==> src/rtl/redmule_pkg.sv <==
// Shared types and constants for the RedMulE W-side datapath.
package redmule_pkg;

    localparam int unsigned ARRAY_HEIGHT   = 12;
    localparam int unsigned GROUP_ID_WIDTH = 16;
    localparam int unsigned W_LOADER_CNT_W = 16;

    // Pass-level state of the W loader.
    typedef enum logic [1:0] {
        IDLE = 2'd0,
        RUN  = 2'd1,
        DONE = 2'd2
    } w_loader_state_e;

    // Start command with the pass configuration sampled alongside it.
    typedef struct packed {
        logic                      start;
        logic [W_LOADER_CNT_W-1:0] k_rows;
        logic [3:0]                gsize_log2;
        logic                      dequant;
    } w_loader_ctrl_t;

endpackage

==> src/rtl/redmule_w_loader_fifo.sv <==
// Small skid FIFO between the W stream and the W-buffer load port.
// The pointers carry one extra wrap bit so full and empty can be told apart.
module redmule_w_loader_fifo #(
    parameter int unsigned DW         = 288,
    parameter int unsigned FIFO_DEPTH = 2
) (
    input  logic          clk_i,
    input  logic          rst_ni,
    input  logic          i_flush,
    input  logic          i_push,
    input  logic          i_pop,
    input  logic [DW-1:0] i_data,
    output logic [DW-1:0] o_head,
    output logic          o_full,
    output logic          o_empty
);

    localparam int unsigned AW = $clog2(FIFO_DEPTH);
    localparam int unsigned PW = AW + 1;

    logic [DW-1:0] r_mem [FIFO_DEPTH];
    logic [PW-1:0] r_wrPtr;
    logic [PW-1:0] r_rdPtr;
    logic          w_doPush;
    logic          w_doPop;

    assign o_empty  = (r_wrPtr == r_rdPtr);
    assign o_full   = (r_wrPtr[AW] != r_rdPtr[AW]) && (r_wrPtr[AW-1:0] == r_rdPtr[AW-1:0]);
    assign w_doPush = i_push && !o_full;
    assign w_doPop  = i_pop && !o_empty;
    assign o_head   = r_mem[r_rdPtr[AW-1:0]];

    // Advance the pointers; a flush empties the FIFO without touching storage.
    always_ff @(posedge clk_i or negedge rst_ni) begin
        if (!rst_ni) begin
            r_wrPtr <= '0;
            r_rdPtr <= '0;
        end else if (i_flush) begin
            r_wrPtr <= '0;
            r_rdPtr <= '0;
        end else begin
            if (w_doPush) r_wrPtr <= r_wrPtr + PW'(1);
            if (w_doPop)  r_rdPtr <= r_rdPtr + PW'(1);
        end
    end

    // Storage needs no reset: it is only visible through the pointers.
    always_ff @(posedge clk_i) begin
        if (w_doPush && !i_flush) r_mem[r_wrPtr[AW-1:0]] <= i_data;
    end

endmodule

==> src/rtl/redmule_w_loader.sv <==
// W-buffer feeder: buffers streamed W rows, issues one load per granted row,
// tags each row with its quantization group index, and runs one K-pass per start.
module redmule_w_loader
    import redmule_pkg::*;
#(
    parameter int unsigned DW         = 288,
    parameter int unsigned H          = ARRAY_HEIGHT,
    parameter int unsigned GID_WIDTH  = GROUP_ID_WIDTH,
    parameter int unsigned CNT_W      = W_LOADER_CNT_W,
    parameter int unsigned FIFO_DEPTH = 2
) (
    input  logic                         clk_i,
    input  logic                         rst_ni,
    input  logic                         clear_i,
    input  logic                         start_i,
    input  logic [CNT_W-1:0]             k_rows_i,
    input  logic [3:0]                   gsize_log2_i,
    input  logic                         dequant_i,
    input  logic [DW-1:0]                in_data_i,
    input  logic                         in_valid_i,
    output logic                         in_ready_o,
    input  logic                         grant_i,
    output logic [DW-1:0]                w_data_o,
    output logic                         load_o,
    output logic                         dequant_o,
    output logic [$clog2(GID_WIDTH)-1:0] next_gidx_o,
    output logic                         fill_wrap_o,
    output logic                         busy_o,
    output logic                         done_o
);

    localparam int unsigned GIDX_W = $clog2(GID_WIDTH);
    localparam int unsigned FILL_W = (H > 1) ? $clog2(H) : 1;

    w_loader_state_e r_state;
    logic [CNT_W-1:0]  r_kRows;
    logic [CNT_W-1:0]  r_rowCnt;
    logic [CNT_W-1:0]  r_acceptedCnt;
    logic [FILL_W-1:0] r_fillCnt;
    logic [3:0]        r_gsize;
    logic              r_dequant;
    logic [DW-1:0]     r_holdData;

    w_loader_ctrl_t    w_ctrl;
    logic              w_ready;
    logic              w_push;
    logic              w_load;
    logic              w_full;
    logic              w_empty;
    logic              w_lastRow;
    logic              w_fillLast;
    logic [DW-1:0]     w_head;
    logic [GIDX_W-1:0] w_gidx;

    assign w_ctrl = '{start: start_i, k_rows: k_rows_i, gsize_log2: gsize_log2_i, dequant: dequant_i};

    assign w_ready    = (r_state == RUN) && !w_full && (r_acceptedCnt != r_kRows);
    assign w_push     = in_valid_i && w_ready;
    assign w_load     = (r_state == RUN) && !w_empty && grant_i;
    assign w_lastRow  = (r_rowCnt == (r_kRows - CNT_W'(1)));
    assign w_fillLast = (r_fillCnt == FILL_W'(H - 1));
    assign w_gidx     = GIDX_W'(r_rowCnt >> r_gsize);

    assign in_ready_o  = w_ready;
    assign load_o      = w_load;
    assign w_data_o    = w_empty ? r_holdData : w_head;
    assign dequant_o   = r_dequant;
    assign next_gidx_o = r_dequant ? w_gidx : '0;
    assign fill_wrap_o = w_load && w_fillLast;
    assign busy_o      = (r_state != IDLE);
    assign done_o      = (r_state == DONE);

    redmule_w_loader_fifo #(
        .DW         (DW),
        .FIFO_DEPTH (FIFO_DEPTH)
    ) i_fifo (
        .clk_i   (clk_i),
        .rst_ni  (rst_ni),
        .i_flush (clear_i),
        .i_push  (w_push),
        .i_pop   (w_load),
        .i_data  (in_data_i),
        .o_head  (w_head),
        .o_full  (w_full),
        .o_empty (w_empty)
    );

    // Pass sequencing plus the accept, row and fill counters; clear wins over any start.
    always_ff @(posedge clk_i or negedge rst_ni) begin
        if (!rst_ni) begin
            r_state       <= IDLE;
            r_kRows       <= '0;
            r_rowCnt      <= '0;
            r_acceptedCnt <= '0;
            r_fillCnt     <= '0;
            r_gsize       <= '0;
            r_dequant     <= 1'b0;
        end else if (clear_i) begin
            r_state       <= IDLE;
            r_rowCnt      <= '0;
            r_acceptedCnt <= '0;
            r_fillCnt     <= '0;
        end else begin
            case (r_state)
                IDLE: begin
                    if (w_ctrl.start) begin
                        r_kRows       <= w_ctrl.k_rows;
                        r_gsize       <= w_ctrl.gsize_log2;
                        r_dequant     <= w_ctrl.dequant;
                        r_rowCnt      <= '0;
                        r_acceptedCnt <= '0;
                        r_fillCnt     <= '0;
                        r_state       <= (w_ctrl.k_rows == '0) ? DONE : RUN;
                    end
                end
                RUN: begin
                    if (w_push) r_acceptedCnt <= r_acceptedCnt + CNT_W'(1);
                    if (w_load) begin
                        r_rowCnt  <= r_rowCnt + CNT_W'(1);
                        r_fillCnt <= w_fillLast ? '0 : r_fillCnt + FILL_W'(1);
                        if (w_lastRow) r_state <= DONE;
                    end
                end
                DONE: begin
                    r_state <= IDLE;
                end
                default: begin
                    r_state <= IDLE;
                end
            endcase
        end
    end

    // Remember the last loaded row so the W-buffer data lines stay put while the FIFO is empty.
    always_ff @(posedge clk_i or negedge rst_ni) begin
        if (!rst_ni) begin
            r_holdData <= '0;
        end else if (w_load) begin
            r_holdData <= w_head;
        end
    end

endmodule

==> config.mk <==
export PLATFORM = sky130hd
export DESIGN_NAME = redmule_w_loader
export DESIGN_NICKNAME = d
export VERILOG_FILES = /design/src/rtl/redmule_pkg.sv /design/src/rtl/redmule_w_loader_fifo.sv /design/src/rtl/redmule_w_loader.sv
export SDC_FILE = /design/constraint.sdc
export NUM_CORES = 1
export LEC_CHECK = 0
export ABC_AREA = 0
export ABC_CLOCK_PERIOD_IN_PS = 34100
export CELL_PAD_IN_SITES_DETAIL_PLACEMENT = 0
export CELL_PAD_IN_SITES_GLOBAL_PLACEMENT = 1
export CORE_MARGIN = 5
export CORE_UTILIZATION = 43
export DETAILED_ROUTE_END_ITERATION = 10
export PLACE_DENSITY_LB_ADDON = 0.1
export REMOVE_ABC_BUFFERS = 1
export SLEW_MARGIN = 5
export SYNTH_ARGS = -nofsm -noshare
export SYNTH_HDL_FRONTEND = slang
export SYNTH_SLANG_ARGS = --single-unit
==> constraint.sdc <==
create_clock -name clk_i -period 34.1 [get_ports clk_i]
set_clock_uncertainty 0.2 [all_clocks]
set_input_delay 6.82 -clock clk_i [delete_from_list [all_inputs] [get_ports clk_i]]
set_output_delay 6.82 -clock clk_i [all_outputs]
set_load 0.01 [all_outputs]
# After elaboration in Yosys (flattened, before gate mapping)
# Memory sizes are Yosys's and may differ from the RTL's.
# Cells that the tools add are included.
# totals
register_bits	351
latchBits	0
ramBits	576
mem_bits_ro	0
in_bits	315
out_inout_bits	298
word_cells	80
mem_count	1
# mem_list
memory	depth	word_bits	read_ports	rd_ports_with_merged_regs	write_ports	line	source
i_fifo.r_mem	2	288	1	0	1	redmule_w_loader_fifo.sv:21	logic [DW-1:0] r_mem [FIFO_DEPTH];
# classes
n_addsub	6
mul	0
div	0
magnitude_cmp	0
n_eq_ne	12
shift	1
mux	26
bitwise	1
reduce_logical	23
# ops
operator	count
$mux W288	1
$mux W16	5
$pmux W16 S2	2
$add A16 B1 Y16 const B	2
$mux W4	5
$mux W2	9
$eq A16 B16 Y1	1
$logic_not A16 Y1	1
$ne A16 B16 Y1	1
$shr A16 B4 Y4	1
$sub A16 B1 Y16 const B	1
$reduce_and A3 Y1	4
$logic_and A1 B1 Y1	10
$pmux W4 S2	1
$ne A3 B2 Y1 const B	2
$ne A3 B3 Y1 const B	2
$reduce_bool A2 Y1	3
$add A2 B1 Y2 const B	2
$add A4 B1 Y4 const B	1
$eq A4 B4 Y1 const B	1
$pmux W2 S2	1
$logic_not A1 Y1	3
$reduce_bool A3 Y1	1
$eq A2 B1 Y1 const B	1
7 further kinds	8

# Logic depth before layout (Yosys ltp)
# Gate-level depths: netlist of run 1.
# logic_depth
depth_word	10
mapped_depth	10
mapped_depth_nobuf	8

# Modules after synthesis
# From an unflattened synthesis of run 1, not the netlist that was laid out.
# hier_totals
hier_cells	2309
hier_area_um2	39340.2
# modules_own_cells
mod	n_inst	cells_per_inst	area_per_inst_um2	seq_area_each_um2
redmule_w_loader_fifo	1	927	21144.0	17396.7
redmule_w_loader	1	1382	18196.2	8683.3

# Least setup slack after synthesis of run 1
# OpenSTA, ideal clock, no wires.
# synth_timing
kind	input port to flip-flop
start	in in_valid_i
end	mem i_fifo.r_mem[1][0] (enable)
setup_ps	1350
arrival_ps	28091
required_ps	32550
slack_ps	4460
path_stages	3
n_path_buf	1
cell_sequence	clkbuf_1 -> nand3_1 -> nor3b_1
# synth_between
elab_chain_len	5
# synth_rtl
element	line	source
from (decl)	redmule_w_loader.sv:20	input logic in_valid_i,
$logic_and A1 B1 Y1	redmule_w_loader.sv:58	assign w_push = in_valid_i && w_ready;
$logic_and A1 B1 Y1	redmule_w_loader_fifo.sv:29	assign w_doPush = i_push && !o_full;
$logic_and A1 B1 Y1	redmule_w_loader_fifo.sv:49	if (w_doPush && !i_flush) r_mem[r_wrPtr[AW-1:0]] <= i_data;
$mux W1	redmule_w_loader_fifo.sv:49	
$mux W1 (not written as such)	redmule_w_loader_fifo.sv:49	
to (decl)	redmule_w_loader_fifo.sv:21	
# Every way passes these cells.

# Worst setup path after layout of run 1
# layout_timing
start	in grant_i
end	out load_o
# layout_between
elab_chain_len	1
# layout_rtl
element	line	source
from (decl)	redmule_w_loader.sv:22	input logic grant_i,
$logic_and A1 B1 Y1	redmule_w_loader.sv:59	assign w_load = (r_state == RUN) && !w_empty && grant_i;
to (decl)	redmule_w_loader.sv:24	output logic load_o,
# Every way passes these cells.

==> results of run 1 <==
-- registers in the layout (all words and copies together) (netlist names) --
name,count
i_fifo.r_mem,576
r_holdData,288
r_acceptedCnt,16
r_kRows,16
r_rowCnt,16
r_fillCnt,4
r_gsize,4
i_fifo.r_rdPtr,2
i_fifo.r_wrPtr,2
r_state,2
dequant_o,1
-- worst max-delay path, delay by kind of cell --
family	cells	cell delay [ns]
buffers and inverters	2	1.20
and+or+nand+nor	1	0.44
-- power groups by stage --
stage | Clock (mW) | Combinational (mW) | Sequential (mW)
after floorplan | 0 | 0.508 | 1.50
after global placement | 0 | 0.947 | 1.50
after detailed placement | 0 | 0.960 | 1.51
after CTS | 1.10 | 0.969 | 1.49
after global routing | 1.15 | 1.04 | 1.51
final | 1.07 | 0.950 | 1.49
-- layer usage --
| layer | vias to the layer above | GRT usage [%] | routed length [um] | part of all wire (%) |
|---|---|---|---|---|
| li1 | 11600 | - | - | - |
| met1 | 11960 | 24.62 | 38360 | 38 |
| met2 | 613 | 38.39 | 53880 | 53 |
| met3 | 171 | 5.812 | 6345 | 6.2 |
| met4 | 26 | 6.269 | 2821 | 2.8 |
| met5 | - | 0 | 175 | 0.17 |
-- area by class of cell --
| cell class | instances | area share (%) |
|---|---|---|
| flip-flops and latches | 927 | 54.69 |
| well taps | 1155 | 3.030 |
| diodes | 9 | 0.04722 |
| clock inverters | 46 | 1.041 |
| repair buffers | 643 | 13.42 |
| clock buffers | 146 | 5.887 |
| inverters | 4 | 0.03148 |
| multi-input cells | 1783 | 21.85 |
-- synthesized netlist by cell type, types with 2 or more instances --
cell	number
nor4b_1	3
xor2_1	46
o2111ai_1	4
nand3_1	9
a22o_1	3
edfxtp_1	576
a31oi_1	2
or4_4	2
mux4_2	4
inv_1	4
o22ai_1	2
mux2_2	24
xnor2_1	14
dfrtp_1	351
and4_1	3
o21ai_0	28
o211ai_1	6
and2_1	6
o21a_1	2
nor3_1	9
nand3b_1	3
nor2b_1	2
buf_2	36
nand4_1	10
buf_1	18
or2_2	3
nor4_1	10
ha_1	4
o31ai_1	2
a21oi_1	590
nor3b_1	3
and3_1	14
a211oi_2	2
nand2_1	25
nand2b_1	5
buf_6	2
nor2_1	612
clkbuf_1	134
buf_4	2
or3_1	10
mux2i_1	306
-- worst paths after layout --
path | start | to | slack [ns] | cells after the start
worst max-delay path | grant_i | load_o | 18.59 | 3
worst min-delay path | r_holdData[2] | r_holdData[2] | 0.32 | 2
worst max register to register | i_fifo.r_rdPtr[0] | i_fifo.r_mem[0][47] | 27.99 | 8
worst min register to register | r_holdData[2] | r_holdData[2] | 0.32 | 2
max in group asynchronous | rst_ni | i_fifo.r_rdPtr[0] | 25.55 | 3
min in group asynchronous | rst_ni | r_holdData[243] | 5.96 | 1
-- through the flow --
stage	cell area [um2]	hold WS (ns)	power (mW)
finish	47690	0.3250	3.511
global route	47690	0.3412	3.696
floorplan	36490	0.2827	2.006
detailed placement	44370	0.3180	2.468
global placement	44370	0.3077	2.445
CTS	47670	0.3314	3.557
-- kinds of logic (layout without fill, tap and decap cells) --
family	after synthesis	count (layout)	synth area share (%)
XOR/XNOR	60	60	1.409
AND/OR/NAND/NOR	735	735	8.147
adder cells (fa/ha/maj)	4	4	0.1342
AO/OA/AOI/OAI	650	650	9.006
flip-flops	927	927	69.94
buffers and inverters	197	839	2.184
multiplexers	334	334	9.180
other	0	9	0
==> results.cfg, run 1 <==
[outcome]
status = finished, final reports clean

[clock_network]
cts_buffers = 101
h-tree-depth = 3
clock_path_buffers = 3
cts_setup_buffers = 0
cts_resized = 0
clk_latency_ns = 0.66
root_buffer = clkbuf_16
cts.clk_slew.worst_paths_ns = 0.06
clock-sinks = 927
cts_tree = yes
holdBufCountCts = 0

[sta]
fin_crit_sh_pct = 45.47
layout_min_cycle_time_ns = 15.51
finalSetupViolCount = 0
slew_headroom_pct = 22.08
worst_slew_pin_slew_ns = 1.165
tns_ns = 0
fmax_mhz = 64.50
rsz0062_at_grt = no
slew_viol_final = 0
report.final.hold_viol_count = 0
final.setup.worst_slack_ns = 18.59

[setup_path]
startpoint_type = input port
end_kind = output port
required_ns = 27.08
crit_slowest_cell = clkdlybuf4s50_1
critical_path_class = input port to output port
cpPeakStageDelay_ns = 0.61
path_max_fanout = 5
crit_top_cell = clkdlybuf4s50_1
path_cells = clkdlybuf4s50_1 -> and4b_4 -> clkdlybuf4s50_1
crit_arrival_ns = 8.49

[drt]
drc_errors = 0
drtAntennaViolNets = 0
drt-initial-drc-count = 1648
via_per_inst = 5.171
num_vias = 24370
wl_per_cell_um = 21.55
wl_mm = 101.6
dr.pass1.iters = 8

[layout]
final_cells = 4713
layout_common_cells = nor2_1, clkdlybuf4s50_1, a21oi_1
fin_nets = 3779
areaGrowthSynthToFinish_pct = 27.90
drive_above_1_share_pct = 6.227
multi_input_area_um2 = 10420
final_core_util_pct = 55.15
register_area_um2 = 26080
fillers = 7095
final_common_cell = nor2_1

[logic_synthesis]
yosysWarnings = 0
synth_flop_cell = edfxtp_1
synth_top_cell_by_area = edfxtp_1
syn_area_per_cell_um2 = 12.83
ys_ff_latch = 927
seq_area_frac_synth_pct = 69.94
synth_top_area_share_pct = 46.38
synthCells = 2907
synth.distinct_cells = 57
ys_async_sr_fraction_pct = 37.86
synth_area_leaders = edfxtp_1, dfrtp_1, mux2i_1
synth_edf_count = 576
synth_area_um2 = 37290

[die]
start_util_pct = 43.12
die_width_um = 304.5
die_h_um = 304.5
design.core.area_um2 = 86480
io_pins = 613
dieArea_um2 = 92710
row_count = 108

[pwr]
pwr-share-seq_pct = 42.5
p_sw_mw = 1.029
p_int_mw = 2.482
power_density_nw_per_um2 = 73.61
ir_drop_v = 0.00005584
p_sw_share_pct = 29.30
p_clk_share_pct = 30.5
leakagePower_nw = 16.88
combPwrFrac_pct = 27.1

[grt]
grt_pass1_wl_mm = 153.0
antenna_found_initial = 23
gr-total-overflow = 0
first_global_vias = 24900
grt_max_degree = 153
track_usage_pct = 21.17

[placed_design]
dpl.hpwl_mm = 66.52
place_inst = 4512
detailedPlace.worstSlack_ns = 18.59
gp_congestion = 0.7902
port-buffer-count = 612

[worst_hold_path]
hold_path.class = flop to flop

[run]
max_cap_viol_count = 0
(Power assumes the default switching activity.)
==> inputs of run 2 (changes only) <==
ABC_CLOCK_PERIOD_IN_PS = 16059   (was 34100)
clock period = 16.06 ns   (was 34.1 ns; I/O delays follow)
==> results.cfg, run 2 (synthesized netlist as in run 1, its figures left out) <==
[layout]
areaGrowthSynthToFinish_pct = 28.30
largest_reg_flops = 576
fin_nets = 3773
layout_common_cells = nor2_1, clkdlybuf4s50_1, a21oi_1
final_common_cell = nor2_1
fillers = 7085
final_cells = 4707
drive_above_1_share_pct = 6.441
fin_area_um2 = 47840

[grt]
grt_pass1_wl_mm = 153.6
first_global_vias = 24860
antenna_found_initial = 28
track_usage_pct = 21.25
grt_max_degree = 212
gr-total-overflow = 0

[sta]
fmax_mhz = 116.4
slew_headroom_pct = 24.23
slew_viol_final = 0
report.final.hold_viol_count = 0
finalSetupViolCount = 0
tns_ns = 0
worst_slew_pin_slew_ns = 1.137
fin_crit_sh_pct = 53.49
layout_min_cycle_time_ns = 8.591
rsz0062_at_grt = no

[setup_path]
crit_arrival_ns = 5.18
end_kind = output port
rrSetupSlack_ns = 10.36
critical_path_class = input port to output port
path_max_fanout = 41
required_ns = 12.65
reg2reg_depth = 8
startpoint_type = input port

[clock_network]
clock-sinks = 927
h-tree-depth = 3
clk_latency_ns = 0.64
cts_buffers = 101
root_buffer = clkbuf_16
holdBufCountCts = 0
cts_tree = yes
cts_setup_buffers = 0
cts.clk_slew.worst_paths_ns = 0.06
cts_resized = 0
clock_path_buffers = 3

[die]
dieArea_um2 = 92710
io_pins = 613
die_h_um = 304.5
die_width_um = 304.5
design.core.area_um2 = 86480
row_count = 108
start_util_pct = 43.12

[worst_hold_path]
hold_path.class = flop to flop
holdPathStages = 2

[drt]
drc_errors = 0
dr.pass1.iters = 5
drt-initial-drc-count = 1560
num_vias = 24320
wl_mm = 101.6
via_per_inst = 5.168
wl_per_cell_um = 21.58
drtAntennaViolNets = 0

[pwr]
power_mw = 7.556
ir_drop_v = 0.0001032
leakagePower_nw = 16.95
power_density_nw_per_um2 = 157.9

[placed_design]
dpl_cell_area_um2 = 44370
port-buffer-count = 612
gp_congestion = 0.8319
place_inst = 4506
dpl.hpwl_mm = 65.59

[run]
max_cap_viol_count = 0

[outcome]
status = finished, final reports clean
[run 2: per-layer routing]
| metal | vias up | share of wire (%) | GRT usage, % |
|---|---|---|---|
| met1 | 12020 | 38 | 25.18 |
| li1 | 11570 | - | - |
| met3 | 145 | 6.3 | 5.743 |
| met2 | 562 | 53 | 38.30 |
| met5 | - | 0.17 | 0 |
| met4 | 26 | 2.3 | 5.844 |
[run 2: worst max-delay path: stages]
cell	delay, ns
clkdlybuf4s50_1	0.57
and4b_4	0.65
clkdlybuf4s50_1	0.67
[run 2: worst paths after layout]
path | from | to
worst max-delay path | grant_i | load_o
worst min-delay path | r_holdData[194] | r_holdData[194]
worst max register to register | i_fifo.r_rdPtr[0] | r_holdData[224]
worst min register to register | r_holdData[194] | r_holdData[194]
max in group asynchronous | rst_ni | i_fifo.r_rdPtr[0]
min in group asynchronous | rst_ni | r_holdData[247]
[run 2: power by group]
group	internal (mW)	total [mW]	switching, mW
logic	1.01	2.01	0.996
clock network	1.44	2.38	0.944
registers	2.93	3.17	0.232
[run 2: cell type report]
class	count	area, um2	share of cell area (%)
diodes	12	30.03	0.06276
well taps	1155	1445	3.021
clock buffers	145	2905	6.072
multi-input cells	1783	10420	21.78
clock inverters	44	535.5	1.119
flip-flops and latches	927	26080	54.52
inverters	4	15.01	0.03138
repair buffers	637	6406	13.39
[run 2: stage by stage]
step           util, %  worst slack (ns)  hold slack, ns
2_1_floorplan        -            -17.44          0.2827
3_3_place_gp     51.31             7.476          0.3081
3_5_place_dp     51.31             7.463          0.3179
4_1_cts          55.29             7.460          0.3312
5_1_grt          55.30             7.323          0.3477
6_report         55.32             7.469          0.3262
